## src/rtl/pc_fetch.sv

```systemverilog
// Fetch PC register, imem req/ack fetcher and single-entry decode buffer.
// MISALIGN_TRAP_EN adds if_misalign and a HALT state on bit-1 targets.
module pc_fetch #(
  parameter logic [31:0] RESET_PC  = 32'h0000_0000,
  parameter logic [31:0] NOP_INSTR = 32'h0000_0013
) (
  input  logic        clk,
  input  logic        rst,
  input  logic [1:0]  pc_c,
  input  logic [12:0] im_in,
  input  logic [31:0] br_pc,
  input  logic [31:0] jal_target,
  output logic [31:0] pc_out,
  output logic        imem_req,
  output logic [31:0] imem_addr,
  input  logic        imem_ack,
  input  logic [31:0] imem_rdata,
  output logic        if_valid,
  output logic [31:0] if_instr,
  output logic [31:0] if_pc,
  input  logic        if_ready
`ifdef MISALIGN_TRAP_EN
  ,
  output logic        if_misalign
`endif
);

  typedef enum logic [1:0] {
    IDLE,
    FETCH,
    HOLD
`ifdef MISALIGN_TRAP_EN
    ,
    HALT
`endif
  } state_t;

  state_t      state, state_n;
  logic [31:0] pc, pc_n;
  logic [31:0] pend_pc, pend_n;
  logic        kill, kill_n;
  logic        valid_q, valid_n;
  logic [31:0] instr_q, instr_n;
  logic [31:0] ipc_q, ipc_n;
  logic        redir;
  logic [31:0] target;

`ifdef MISALIGN_TRAP_EN
  logic        mis_q, mis_n;
`endif

  always_comb begin
    redir  = (pc_c == 2'd1) || (pc_c == 2'd2);
    target = (pc_c == 2'd1)
           ? (jal_target & 32'hFFFF_FFFE)
           : br_pc + {{19{im_in[12]}}, im_in};
  end

  always_comb begin
    state_n = state;
    pc_n    = pc;
    pend_n  = pend_pc;
    kill_n  = kill;
    valid_n = valid_q;
    instr_n = instr_q;
    ipc_n   = ipc_q;
`ifdef MISALIGN_TRAP_EN
    mis_n   = mis_q;
`endif
    unique case (state)
      IDLE: begin
        state_n = FETCH;
        if (redir) pc_n = target;
      end
      FETCH: begin
        if (redir) begin
          // a redirect with ack in hand overrides any pending kill target
          if (imem_ack) begin
            pc_n   = target;
            kill_n = 1'b0;
          end else begin
            pend_n = target;
            kill_n = 1'b1;
          end
        end else if (imem_ack) begin
          if (kill) begin
            pc_n   = pend_pc;
            kill_n = 1'b0;
          end else begin
            valid_n = 1'b1;
            instr_n = imem_rdata;
            ipc_n   = pc;
            pc_n    = pc + 32'd4;
            state_n = HOLD;
          end
        end
      end
      HOLD: begin
        if (redir) begin
          pc_n    = target;
          valid_n = 1'b0;
          instr_n = NOP_INSTR;
          state_n = FETCH;
        end else if (valid_q && if_ready) begin
          valid_n = 1'b0;
          instr_n = NOP_INSTR;
          state_n = FETCH;
        end
      end
`ifdef MISALIGN_TRAP_EN
      HALT: begin
        state_n = HALT;
      end
`endif
      default: state_n = IDLE;
    endcase
`ifdef MISALIGN_TRAP_EN
    // bit-1 target: keep pc, drop everything in flight and park
    if (state != HALT && redir && target[1]) begin
      pc_n    = pc;
      pend_n  = pend_pc;
      kill_n  = 1'b0;
      valid_n = 1'b0;
      instr_n = NOP_INSTR;
      mis_n   = 1'b1;
      state_n = HALT;
    end
`endif
  end

  always_ff @(posedge clk) begin
    if (rst) begin
      state   <= IDLE;
      pc      <= RESET_PC;
      pend_pc <= 32'd0;
      kill    <= 1'b0;
      valid_q <= 1'b0;
      instr_q <= NOP_INSTR;
      ipc_q   <= 32'd0;
    end else begin
      state   <= state_n;
      pc      <= pc_n;
      pend_pc <= pend_n;
      kill    <= kill_n;
      valid_q <= valid_n;
      instr_q <= instr_n;
      ipc_q   <= ipc_n;
    end
  end

`ifdef MISALIGN_TRAP_EN
  always_ff @(posedge clk) begin
    if (rst) mis_q <= 1'b0;
    else     mis_q <= mis_n;
  end

  assign if_misalign = mis_q;
`endif

  assign pc_out    = pc;
  assign imem_req  = (state == FETCH);
  assign imem_addr = pc;
  assign if_valid  = valid_q;
  assign if_instr  = instr_q;
  assign if_pc     = ipc_q;

endmodule

```

## config.mk

```make
export PLATFORM = sky130hd
export DESIGN_NAME = pc_fetch
export DESIGN_NICKNAME = d
export VERILOG_FILES = /design/src/rtl/pc_fetch.sv
export SDC_FILE = /design/constraint.sdc
export NUM_CORES = 1
export LEC_CHECK = 0
export BUFFER_PORTS_ARGS = -buffer_cell sky130_fd_sc_hd__buf_2
export CAP_MARGIN = 0
export CORE_MARGIN = 2
export CORE_UTILIZATION = 40
export CTS_CLUSTER_SIZE = 12
export DETAILED_ROUTE_END_ITERATION = 10
export PLACE_DENSITY = 0.65
export SYNTH_ARGS = -nofsm -noshare
export SYNTH_HDL_FRONTEND = slang
export SYNTH_SLANG_ARGS = --single-unit
```

## constraint.sdc

```tcl
create_clock -name clk -period 3.3 [get_ports clk]
set_input_delay 0.165 -clock clk [delete_from_list [all_inputs] [get_ports clk]]
set_output_delay 0.165 -clock clk [all_outputs]
set_load 0.1 [all_outputs]
```

==> flow_summary_export.csv <==
group,metric,value,unit
timing,finalSetupViolCount,0,
timing,min_period,2.720,ns
drt,ant_nets,0,
final_layout,nFillCells,1942,
place,dp_hpwl,16.12,mm
worst_setup_path,worstPathCellList,"ha_1 -> and3_1 -> and3_1 -> nand3_1 -> nor2_1 -> nand2_1 -> xor2_1 -> o21ai_0 -> a21oi_1 -> a211oi_1",
worst_setup_path,cp-start-kind,"register",
synth,ys_seq_area_share,33.74,%
synth,syn_area_per_cell,7.746,um^2
timing,slew_headroom,27.25,%
final_layout,multi_input_area,0.004652,mm^2
final_layout,layout-drive-gt1-share,25.53,%
timing,fin_crit_sh,82.44,%
floorplanning,rows,51,
worst_setup_path,cpPeakStageDelay,0.45,ns
floorplanning,fp.dieArea,0.02071,mm^2
floorplanning,pin_count,245,
place,gp_congestion,0.8650,
worst_setup_path,path_max_fanout,7,
timing,rsz0062_at_grt,"false",
cts,cts-root-buf,"clkbuf_16",
timing,finalHoldViolCount,0,
global_routing,grt_use_total,21.20,%
timing,slew_violations,0,
synth,synth.net_count,1160,
power,vdd_drop_max,312.1,uV
drt,dr.pass1.iters,5,
synth,synth_top_cell_area_share,33.74,%
global_routing,antenna_found_initial,0,
worst_setup_path,crit_slowest_cell,"dfxtp_1",
drt,vias,7755,
global_routing,grt_max_degree,86,
final_layout,finalNetCount,1370,
drt,drc,0,
final_layout,syn_to_final_growth,27.43,%
synth,ys_warn_count,0,
worst_setup_path,cp_top_family,"simple AND/OR/NAND/NOR gates",
drt,drt-initial-drc-count,485,
worst_setup_path,path_buf_inv,0,
floorplanning,die_h,143.9,um
final_layout,final_cell_area,0.009980,mm^2
cts,cts_resized,0,
timing,finClkSkew,0.006818,ns
synth,synth_most_common_cell,"nand2_1",
global_routing,grt_first_pass_wirelength,35.15,mm
global_routing,grt_pass1_vias,6697,
final_layout,ff_latch_area,0.002643,mm^2
cts,cts_tree,"yes",
cts,clockBufferDepth,2,
cts,htreeDepth,4,
timing,timing.setup.tns,0,ns
synth,ys_ff_latch,132,
drt,avgViaCountPerCell,5.173,
timing,fmax,0.3676,GHz
worst_setup_path,cp_common_cell,"and3_1",
global_routing,overflow,0,
cts,clkSlewWorstSetupHoldPaths,0.06,ns
floorplanning,die_w,143.9,um
timing,setup_ws,0.5796,ns
synth,synthDistinctLibCells,63,
worst_setup_path,path_class,"register to register",
drt,wl_per_cell,15.23,um
status,status,"finished, final reports clean",
synth,syn_area,0.007831,mm^2
drt,wl,22.82,mm
power,leakage,0.004405,uW
synth,yosysTopAreaCell,"dfxtp_1",
power,p_per_area,604.3,mW/mm^2
final_layout,diodes,0,
floorplanning,core_area,0.01933,mm^2
synth,synthArstFlopShare,0,%
min_path,worstHoldPathType,"input port to register",
timing,hold_slack,0.009917,ns
synth,synth_common_cells,"134 x nand2_1, 132 x dfxtp_1, 120 x nor2_1, 101 x a21oi_1, 61 x clkbuf_1",
cts,cts-buffers-inserted,17,
synth,synth_flop_cell,"dfxtp_1",
timing,worst_pin_slew,1.091,ns
run,cap_violations,0,
worst_setup_path,worstPathArrival,3.05,ns
cts,worstSkewPairLatency,0.42,ns
worst_setup_path,cp.required,3.63,ns
place,place_area,0.009052,mm^2
synth,synth_edf_count,0,
floorplanning,initial_utilization,40.50,%
synth,syn_inst,1011,
place,dp_slack,0.2296,ns
worst_setup_path,endpoint_kind,"register",
cts,clock_sinks,132,
synth,synthTopCellsByArea,"dfxtp_1 34%, a21oi_1 6.5%, nand2_1 6.4%, nor2_1 5.8%, ha_1 5.3%",
place,io_buffers,243,
-- path summary, 6_finish.rpt --
| check | start | endpoint | slack, ns | depth (start not counted) |
|---|---|---|---|---|
| setup / recovery | imem_addr[3]$_SDFFE_PP0P_ | imem_addr[28]$_SDFFE_PP0P_ | 0.58 | 10 |
| hold / removal | imem_rdata[10] | if_instr[10]$_SDFFE_PP0P_ | 0.01 | 3 |
| setup reg to reg | imem_addr[3]$_SDFFE_PP0P_ | imem_addr[28]$_SDFFE_PP0P_ | 0.58 | 10 |
| hold reg to reg | if_pc[9]$_SDFFE_PP0P_ | if_pc[9]$_SDFFE_PP0P_ | 0.45 | 2 |
-- cells by family after synthesis --
group | after synthesis | share of synthesized area [%]
mux | 18 | 2.364
fa+ha+maj | 34 | 5.528
flops | 132 | 33.74
xor+xnor | 51 | 5.704
compound gates | 308 | 25.23
buf+inv | 113 | 6.966
simple gates | 355 | 20.47
-- power breakdown --
part | internal, uW | switching [uW] | total, uW
combinational | 523 | 1610 | 2140
clock | 1360 | 689 | 2050
sequential | 1700 | 140 | 1840
total | 3590 | 2440 | 6030
-- area by class of cell --
| type | instances | area share (%) |
|---|---|---|
| Clock buffer | 24 | 5.028 |
| Clock inverter | 8 | 1.454 |
| Inverter | 14 | 0.5266 |
| Multi-Input combinational cell | 766 | 46.61 |
| Sequential cell | 132 | 26.48 |
| Tap cell | 265 | 3.322 |
| Timing Repair Buffer | 290 | 16.57 |
-- tightest hold or removal path, cell delays in order --
cell	delay, ns
buf_2	0.07
a22oi_1	0.07
nor2_1	0.08
-- cells in the final DEF (no fill, tap or decap), types with 14 or more instances in the layout --
cell	synthesis	final
a211oi_1	32	32
a21o_1	15	15
a21oi_1	101	101
a22oi_1	29	29
buf_2	1	242
buf_4	32	19
clkbuf_16	0	17
dfxtp_1	132	132
dlygate4sd3_1	0	28
ha_1	33	32
mux2i_1	14	14
nand2_1	134	134
nand3_1	22	22
nor2_1	120	120
o211ai_1	14	14
o21ai_0	57	57
xnor2_1	22	22
xor2_1	29	29
-- flip-flops by register name, summed over array words and instances (netlist names) --
name / count
if_instr: 32
if_pc: 32
if_valid: 1
imem_addr: 32
kill: 1
pend_pc: 32
state: 2
-- repair_timing --
action	CTS	global route
endpoints found under the hold margin	28	0
hold buffers	28	0
buffers inserted	0	0
-- stage by stage --
| step | total power (uW) | utilization (%) | instances |
|---|---|---|---|
| 2_1_floorplan | 3605 | - | 1011 |
| 3_3_place_gp | 3961 | 46.82 | 1439 |
| 3_5_place_dp | 3976 | 46.82 | 1439 |
| 4_1_cts | 6058 | 51.61 | 1499 |
| 5_1_grt | 6289 | 51.61 | 1499 |
| 6_report | 6031 | 51.61 | 1499 |
-- routing by layer --
metal  GRT usage [%]  wire length, um  vias to the layer above
met1           32.20            11640                     3536
met3           3.099             1100                       13
met2           31.05             9888                      223
li1                -                -                     3983
met5               0                0                        -
met4           5.624              195                        0
Power figures use the tool's default switching activity.
